===== src/rtl/crypto1_pkg.sv =====
// ---------------------------------------------------------------------------
// crypto1_pkg
//   Shared Crypto1 constants and combinational helpers. This package is used
//   by the forward keystream generator and by the attack cores.
//
//   STATE_W   : LFSR width (48)
//   TAP_MASK  : feedback taps 0,5,9,10,12,14,15,17,19,24,25,27,29,35,39,41,42,43
//   FA_TBL / FB_TBL / FC_TBL : filter lookup tables
//   ks_state_t: keystream FSM encoding
//   crypto1_filter(x) : filter output f(x)
//   crypto1_step(x)   : one LFSR step, {fb, x[47:1]}
// ---------------------------------------------------------------------------
package crypto1_pkg;

    localparam int          STATE_W  = 48;
    localparam logic [47:0] TAP_MASK = 48'h0E882B0AD621;

    localparam logic [15:0] FA_TBL = 16'h26C7;
    localparam logic [15:0] FB_TBL = 16'h0DD3;
    localparam logic [31:0] FC_TBL = 32'h4457C3B3;

    typedef enum logic [1:0] {
        IDLE = 2'd0,
        LOAD = 2'd1,
        RUN  = 2'd2,
        FIN  = 2'd3
    } ks_state_t;

    // Four odd state bits starting at 'base', lowest index as the LSB.
    function automatic logic [3:0] crypto1_nibble(input logic [47:0] x, input int base);
        return {x[base+6], x[base+4], x[base+2], x[base]};
    endfunction

    // Two-layer filter: five nibble lookups build a 5-bit index into FC_TBL.
    function automatic logic crypto1_filter(input logic [47:0] x);
        logic [4:0] idx;
        idx[0] = FA_TBL[crypto1_nibble(x, 9)];
        idx[1] = FB_TBL[crypto1_nibble(x, 17)];
        idx[2] = FB_TBL[crypto1_nibble(x, 25)];
        idx[3] = FA_TBL[crypto1_nibble(x, 33)];
        idx[4] = FB_TBL[crypto1_nibble(x, 41)];
        return FC_TBL[idx];
    endfunction

    // Feedback enters at the top while the state shifts toward bit 0.
    function automatic logic [47:0] crypto1_step(input logic [47:0] x);
        return {^(x & TAP_MASK), x[47:1]};
    endfunction

endpackage


===== src/rtl/crypto1_lfsr.sv =====
// ---------------------------------------------------------------------------
// crypto1_lfsr
//   48-bit Crypto1 state register. Load has priority over step.
//
//   clk   in   clock
//   reset in   asynchronous active-high reset (state -> 0)
//   load  in   capture key into the state (x[i] <= key[i])
//   key   in   48-bit key
//   step  in   advance the LFSR by one position
//   state out  current state x[47:0]
// ---------------------------------------------------------------------------
module crypto1_lfsr
    import crypto1_pkg::*;
(
    input  logic        clk,
    input  logic        reset,
    input  logic        load,
    input  logic [47:0] key,
    input  logic        step,
    output logic [47:0] state
);

    logic [STATE_W-1:0] x_q;

    always_ff @(posedge clk or posedge reset) begin
        if (reset) begin
            x_q <= '0;
        end else if (load) begin
            x_q <= key;
        end else if (step) begin
            x_q <= crypto1_step(x_q);
        end
    end

    assign state = x_q;

endmodule


===== src/rtl/crypto1_keystream.sv =====
// ---------------------------------------------------------------------------
// crypto1_keystream
//   Forward Crypto1 keystream generator. Loads a key, then emits NBITS
//   filtered bits serially, one per accepted transfer.
//
//   Handshake: a bit transfers on any rising edge where ks_valid && ks_ready.
//   Once ks_valid rises it stays high, and ks_data holds, until that transfer.
//
//   clk          in   clock
//   reset        in   asynchronous active-high reset (aborts a run, no done)
//   key[47:0]    in   key, sampled when start is seen in IDLE
//   start        in   begins a run from IDLE, ignored elsewhere
//   ks_data      out  current keystream bit (registered)
//   ks_valid     out  ks_data is valid
//   ks_ready     in   sink accepts the bit
//   busy         out  high in LOAD and RUN
//   done         out  one-cycle pulse after the last transfer
//   state_dbg    out  FSM state (ks_state_t encoding)
//
//   Optional, macro CRYPTO1_KS_CHECK_EN:
//   expected[NBITS-1:0] in   reference stream, first bit at the MSB
//   match               out  1 when every bit agreed (valid with done)
//   mismatch_idx        out  count of the first differing bit, 0 on match
// ---------------------------------------------------------------------------
module crypto1_keystream
    import crypto1_pkg::*;
#(
    parameter int NBITS = 64,
    parameter int CNT_W = 8
) (
    input  logic             clk,
    input  logic             reset,
    input  logic [47:0]      key,
    input  logic             start,
    input  logic             ks_ready,
`ifdef CRYPTO1_KS_CHECK_EN
    input  logic [NBITS-1:0] expected,
    output logic             match,
    output logic [CNT_W-1:0] mismatch_idx,
`endif
    output logic             ks_data,
    output logic             ks_valid,
    output logic             busy,
    output logic             done,
    output logic [1:0]       state_dbg
);

    ks_state_t          state_q, state_d;
    logic [CNT_W-1:0]   count_q;
    logic               ks_data_q;
    logic [STATE_W-1:0] x;
    logic               lfsr_load;
    logic               lfsr_step;
    logic               xfer;
    logic               last;

    crypto1_lfsr u_lfsr (
        .clk   (clk),
        .reset (reset),
        .load  (lfsr_load),
        .key   (key),
        .step  (lfsr_step),
        .state (x)
    );

    assign xfer = (state_q == RUN) && ks_ready;
    assign last = (count_q == CNT_W'(NBITS - 1));

    always_ff @(posedge clk or posedge reset) begin
        if (reset) begin
            state_q <= IDLE;
        end else begin
            state_q <= state_d;
        end
    end

    always_comb begin
        state_d   = state_q;
        lfsr_load = 1'b0;
        lfsr_step = 1'b0;
        ks_valid  = 1'b0;
        busy      = 1'b0;
        done      = 1'b0;
        case (state_q)
            IDLE: begin
                if (start) begin
                    lfsr_load = 1'b1;
                    state_d   = LOAD;
                end
            end
            LOAD: begin
                busy    = 1'b1;
                state_d = RUN;
            end
            RUN: begin
                busy     = 1'b1;
                ks_valid = 1'b1;
                if (ks_ready) begin
                    lfsr_step = 1'b1;
                    if (last) begin
                        state_d = FIN;
                    end
                end
            end
            FIN: begin
                done    = 1'b1;
                state_d = IDLE;
            end
            default: state_d = IDLE;
        endcase
    end

    // ks_data is registered: LOAD precomputes f(key); each transfer
    // precomputes the filter of the state the LFSR is about to hold.
    always_ff @(posedge clk or posedge reset) begin
        if (reset) begin
            count_q   <= '0;
            ks_data_q <= 1'b0;
        end else if (state_q == LOAD) begin
            count_q   <= '0;
            ks_data_q <= crypto1_filter(x);
        end else if (xfer) begin
            count_q   <= count_q + CNT_W'(1);
            ks_data_q <= crypto1_filter(crypto1_step(x));
        end
    end

    assign ks_data   = ks_data_q;
    assign state_dbg = state_q;

`ifdef CRYPTO1_KS_CHECK_EN
    // The reference is captured at start and shifted left so the bit under
    // comparison is always the MSB.
    logic [NBITS-1:0] exp_sr_q;
    logic             err_q;
    logic             match_q;
    logic [CNT_W-1:0] idx_q;
    logic             bit_bad;

    assign bit_bad = (ks_data_q != exp_sr_q[NBITS-1]);

    always_ff @(posedge clk or posedge reset) begin
        if (reset) begin
            exp_sr_q <= '0;
            err_q    <= 1'b0;
            match_q  <= 1'b0;
            idx_q    <= '0;
        end else if (state_q == IDLE && start) begin
            exp_sr_q <= expected;
            err_q    <= 1'b0;
            match_q  <= 1'b0;
            idx_q    <= '0;
        end else if (xfer) begin
            exp_sr_q <= exp_sr_q << 1;
            if (bit_bad && !err_q) begin
                err_q <= 1'b1;
                idx_q <= count_q;
            end
            if (last) begin
                match_q <= !(err_q || bit_bad);
            end
        end
    end

    assign match        = match_q;
    assign mismatch_idx = idx_q;
`endif

endmodule

===== config.mk =====
export PLATFORM = sky130hd
export DESIGN_NAME = crypto1_keystream
export DESIGN_NICKNAME = d
export VERILOG_FILES = /design/src/rtl/crypto1_pkg.sv /design/src/rtl/crypto1_lfsr.sv /design/src/rtl/crypto1_keystream.sv
export SDC_FILE = /design/constraint.sdc
export NUM_CORES = 1
export LEC_CHECK = 0
export ABC_AREA = 0
export CAP_MARGIN = 25
export CORE_AREA = 3 3 89 91
export DETAILED_ROUTE_END_ITERATION = 7
export DIE_AREA = 0 0 92 94
export PLACE_DENSITY_LB_ADDON = 0.2
export SYNTH_ARGS = -nofsm -noshare
export SYNTH_HDL_FRONTEND = slang
export SYNTH_SLANG_ARGS = --single-unit

===== constraint.sdc =====
create_clock -name clk -period 2.39 [get_ports clk]
set_clock_uncertainty 0.1 [all_clocks]
set_input_delay 0.3585 -clock clk [delete_from_list [all_inputs] [get_ports clk]]
set_output_delay 0.3585 -clock clk [all_outputs]
set_load 0.01 [all_outputs]

# == Word level (Yosys, flattened, before mapping) ==
# Memories as Yosys holds them, arrays and structs flattened.
# Index checks and enable logic that the tools add are counted.
# word_totals
ff_bits,59
rom_bits,224
inputBits,52
word_cells,72
mem_count,12
# memory_table
name,depth,width,rd,rd_ports_with_merged_regs,write_ports,line_no,source
(no name shown),32,1,1,0,0,crypto1_pkg.sv:42,return FC_TBL[idx];
(no name shown),32,1,1,0,0,crypto1_pkg.sv:42,
(no name shown),16,1,1,0,0,crypto1_pkg.sv:41,"idx[4] = FB_TBL[crypto1_nibble(x, 41)];"
(no name shown),16,1,1,0,0,crypto1_pkg.sv:40,"idx[3] = FA_TBL[crypto1_nibble(x, 33)];"
(no name shown),16,1,1,0,0,crypto1_pkg.sv:39,"idx[2] = FB_TBL[crypto1_nibble(x, 25)];"
(no name shown),16,1,1,0,0,crypto1_pkg.sv:38,"idx[1] = FB_TBL[crypto1_nibble(x, 17)];"
6 more memories,--,--,--,--,--,--,
# classes
addsub,1
n_lt_le_gt_ge,12
eq_ne,7
mux,29
reduce_logical,7
# ops
cell,count
$mux W48,2
$lt A4 B5 Y1 const B,10
$reduce_xor A48 Y1,1
$mux W1,21
$mux W8,2
$lt A5 B6 Y1 const B,2
$add A8 B1 Y8 const B,1
$eq A8 B6 Y1 const B,1
$pmux W2 S4,1
$mux W2,3
$ne A2 B2 Y1 const B,3
$eq A2 B2 Y1 const B,2
$reduce_bool A2 Y1,2
$reduce_and A3 Y1,1
$eq A2 B1 Y1 const B,1
$logic_not A2 Y1,1
$reduce_or A2 Y1,1
$logic_and A1 B1 Y1,1

# == Depth between registers and ports, before layout ==
# logic_depth
depth_word,7
mapped_depth,9

# == Modules after synthesis ==
# Synthesis repeated with hierarchy kept, for this count alone.
# unflattened
hier_cells,369
area_unflattened_um2,3634.7
# by_module_without_submodules
mod,n_inst,cells_per_inst,area_each_um2
crypto1_lfsr,1,227,2342.2
crypto1_keystream,1,142,1292.5

# == Worst setup path before layout ==
# No wires, ideal clock.
# synth_timing
path_kind,register -> register
startpoint,register u_lfsr.x_q[19] (netlist: u_lfsr.state[19])
endpoint,register ks_data_q (netlist: ks_data)
t_arrival_ps,2112
setup_slack_ps,109
stages_incl_launch_ff,10
path_buffers,0
synth_period_minus_slack_ps,2281
path_cell_list,dfrtp_1 > inv_1 > ha_1 > xor2_1 > xnor2_1 > xnor3_1 > xnor2_2 > mux2i_1 > or3_1 > nand3_1
# synth_between
elab_chain_cells,7
word_cells_on_any_way,11
cone_classes,6 x mux; 1 x reduce/logical; 4 x memory
# synth_lines
element,line_no,source
start: declaration,crypto1_lfsr.sv:23,logic [STATE_W-1:0] x_q;
start signal: assignment,crypto1_lfsr.sv:29,x_q <= key;
start signal: assignment,crypto1_lfsr.sv:31,x_q <= crypto1_step(x_q);
$reduce_xor A48 Y1,crypto1_pkg.sv:47,"return {^(x & TAP_MASK), x[47:1]};"
$mem_v2 Z16 W1,--,
$mux W1 (not written as such),crypto1_pkg.sv:41,
$mem_v2 Z32 W1,--,
$mux W1 (not written as such),crypto1_pkg.sv:42,
$mux W1,crypto1_keystream.sv:122,end else if (xfer) begin
$mux W1 (*),crypto1_keystream.sv:119,end else if (state_q == LOAD) begin
end signal: assignment,crypto1_keystream.sv:121,ks_data_q <= crypto1_filter(x);
end signal: assignment,crypto1_keystream.sv:124,ks_data_q <= crypto1_filter(crypto1_step(x));
end: declaration,crypto1_keystream.sv:50,logic ks_data_q;
# Mark *: on every way between the ends. The rest lies on a longest branch, timed or not. The select of a mux whose other input is x is not followed.
# A chain may end at the register's enable or synchronous reset.

# == Final worst setup path ==
# layout_timing
startpoint,register u_lfsr.x_q[10] (netlist: u_lfsr.state[10])
endpoint,register ks_data_q (netlist: ks_data)
# layout_between
elab_chain_cells,7
word_cells_on_any_way,9
cone_classes,5 x mux; 1 x reduce/logical; 3 x memory
# layout_lines
element,line_no
$reduce_xor A48 Y1,crypto1_pkg.sv:47
$mem_v2 Z16 W1,--
$mux W1 (not written as such),crypto1_pkg.sv:41
$mem_v2 Z32 W1 (*),--
$mux W1 (not written as such) (*),crypto1_pkg.sv:42
$mux W1 (*),crypto1_keystream.sv:122
$mux W1 (*),crypto1_keystream.sv:119
# Marks and branches as above.

==> results.cfg <==
[run_status]
status = completed

[global_routing]
grt_use_total_pct = 17.0
grt_max_degree = 60
grt_overflow = 0
initial_antenna_violation_count = 0
number_of_global_route_vias_before_repair = 2537
grt_pass1_wl_um = 11800

[pwr]
internal-power_mw = 3.98
power.share.clock_pct = 18.6
ir_worst_vdd_uv = 793
seq_power_share_pct = 30.1
total_leakage_power_nw = 1.91
total_power_density_per_cell_area_nw_per_um2 = 1440
comb_power_share_pct = 51.4
sw_frac_of_total_pct = 36.8
power.net_switching_mw = 2.32

[yosys]
synth_area_leader_cell = dfrtp_1
post_syn_instances = 351
yosys-top-cells-count = nand2_1 (61), dfrtp_1 (59), o21ai_0 (53)
postSynth.topFlopCell = dfrtp_1
synth_most_common_cell = nand2_1
synth_area_per_cell_um2 = 9.66
ys_async_sr_fraction_pct = 100
synthDistinctLibCells = 34
ys_ff_latch = 59
post_synth_instance_area_um2 = 3390
post_synth_main_area_contributors = dfrtp_1 (44%), mux2i_1 (14%), o21ai_0 (7.8%)
synth.top_cell.area_share_pct = 43.6
ys_seq_area_share_pct = 43.6
synthesis.yosys.warnings = 0
synth_nets = 418
synth_enable_flop_cells = 0

[final_layout]
layout-area-overhead-vs-synth_pct = 29.2
num_antenna_cells = 0
drive_above_1_share_pct = 8.67
layout.nets = 477
final_cell_area_um2 = 4380
multiInputGateArea_um2 = 1820
num-fill-cells = 620
utilization_of_the_core_after_routing_pct = 60.7
final-seq-area_um2 = 1480
final_cells = 514

[setup_path]
critical_path_peak_fanout = 5
worst_setup_path_end_kind = flip-flop
cp-start-kind = flip-flop
reg2reg_slack_ns = 0.14
worst_ep_required_time_ns = 2.55
worstPathArrival_ns = 2.41
setup.worst_path.class = flip-flop to flip-flop

[worst_hold_path]
min_path_type = primary input to asynchronous set/reset pin

[routing]
route.layer.met1.wl_um = 3270
route.met2.wl_um = 3300
topRoutingLayerUsed = met4
wirelength_um = 6930
vias = 2653
wire_per_inst_um = 13.5
detailedRoute.firstIterationViolations = 123
detail_route.first_pass.iterations = 4
route.met3.wl_um = 264
vias_cell = 5.16
detail_route.drc_violations = 0
final_antenna_net_count = 0

[timing]
finalSetupViolCount = 0
hold_slack_ns = 0.279
final-hold-violation-count = 0
tightestPinTransition_ns = 0.450
final_period_minus_worst_setup_slack_ns = 2.25
timing.final.max_slew_violations = 0
max_freq_mhz = 445
timing.max_slew.rel_slack_pct = 70.0
layout_worst_path_cycle_share_pct = 94.1

[clock_tree]
clk_latency_ns = 0.33
cts_buffers = 9
cts.sinks = 59
cts_buffer_depth = 2
tritoncts = built
clk_transition_reported_paths_ns = 0.07
h-tree-depth = 3
clock-root-buffer = clkbuf_8

[place]
dpl-instance-area_um2 = 4080
placed_cells_incl_taps = 496
portBuffers = 57
gpl.final_weighted_congestion = 0.788
dp.final_hpwl_um = 4890

[die]
fp.dieArea_um2 = 8650
placeableCoreArea_um2 = 7210
floorplan.initialDensity_pct = 47.0
row_count = 31
die_w_um = 92
io_pins = 58
die_y_um = 94

[job]
drv_cap = 0
-- worst max-delay path, stage by stage, from the launching register on --
cell,delay [ns]
dfrtp_1,0.46
xnor2_1,0.17
xnor2_1,0.20
xnor3_1,0.47
xnor2_2,0.21
mux2i_1,0.12
or3_1,0.37
nand3_1,0.08
-- metrics by stage --
stage	setup WS (ns)	power (mW)	setup TNS [ns]
floorplan	0.109	4.17	0
global placement	0.0636	4.80	0
detailed placement	0.0130	4.92	0
CTS	0.100	6.32	0
global route	-0.00204	6.82	-0.00204
finish	0.142	6.30	0
-- layout by cell type (no fill, tap or decap), types with 4 or more instances in the layout --
cell             instances
xor2_1                   5
dfrtp_1                 59
mux4_2                   4
clkbuf_8                12
nand3_1                  5
xnor2_1                 14
o21ai_0                 53
a21oi_1                  7
buf_4                    8
nand2_1                 61
nor2_1                  17
mux2i_1                 48
ha_1                    14
clkdlybuf4s50_1         57
inv_1                   12
-- registers in the layout, summed over array words and instances, names as in the netlist --
signal	flops
count_q	8
u_lfsr.state	48
ks_data	1
state_dbg	2
-- power groups by stage --
stage | Combinational, mW | Sequential, mW | Clock (mW)
after floorplan | 2.39 | 1.78 | 0
after global placement | 2.91 | 1.88 | 0
after detailed placement | 3.02 | 1.90 | 0
after CTS | 3.24 | 1.89 | 1.19
after global routing | 3.63 | 1.97 | 1.23
final | 3.24 | 1.90 | 1.17
-- logic make-up (layout without fill, tap and decap cells) --
logic type                 count (synthesis)  after routing  share of synthesized area (%)
adders and majority gates                 15             15                           5.54
xor gates and xnor gates                  22             22                           6.31
AOI/OAI and AO/OA                         72             72                           11.7
DFF                                       59             59                           43.6
and+or+nand+nor                          100            100                           12.6
buffers and inverters                     31             95                           3.43
muxes                                     52             52                           16.8
-- cell type report --
| cell class | instances | share of cell area (%) |
|---|---|---|
| clock buffer | 12 | 3.77 |
| clock inverter | 4 | 2.17 |
| inverter | 13 | 1.11 |
| multi-input combinational | 261 | 41.5 |
| sequential | 59 | 33.7 |
| tap | 99 | 2.83 |
| timing repair buffer | 66 | 14.9 |
-- metal layers --
layer	vias to the layer above	GRT usage [%]
li1	1315	-
met1	1276	22.4
met2	53	27.9
met3	9	3.21
met4	0	6.68
met5	-	0
-- final timing paths --
kind,start,cells past startpoint,end
setup / recovery,u_lfsr.state[10],7,ks_data
hold reg to reg,count_q[7],2,count_q[7]
setup reg to reg,u_lfsr.state[10],7,ks_data
hold / removal,reset,3,u_lfsr.state[34]
max in group asynchronous,reset,3,u_lfsr.state[39]
min in group clk,count_q[7],2,count_q[7]
-- timing repair --
item | 4_1_cts | 5_1_grt
hold buffers | 0 | 0
resized for setup | 0 | 2
endpoints found under the setup margin | 1 | 1
endpoints found under the hold margin | 0 | 0
pin swaps | 2 | 3
gates cloned | 0 | 0
buffers inserted | 1 | 1
No activity file was read; power rests on OpenSTA's default activity.
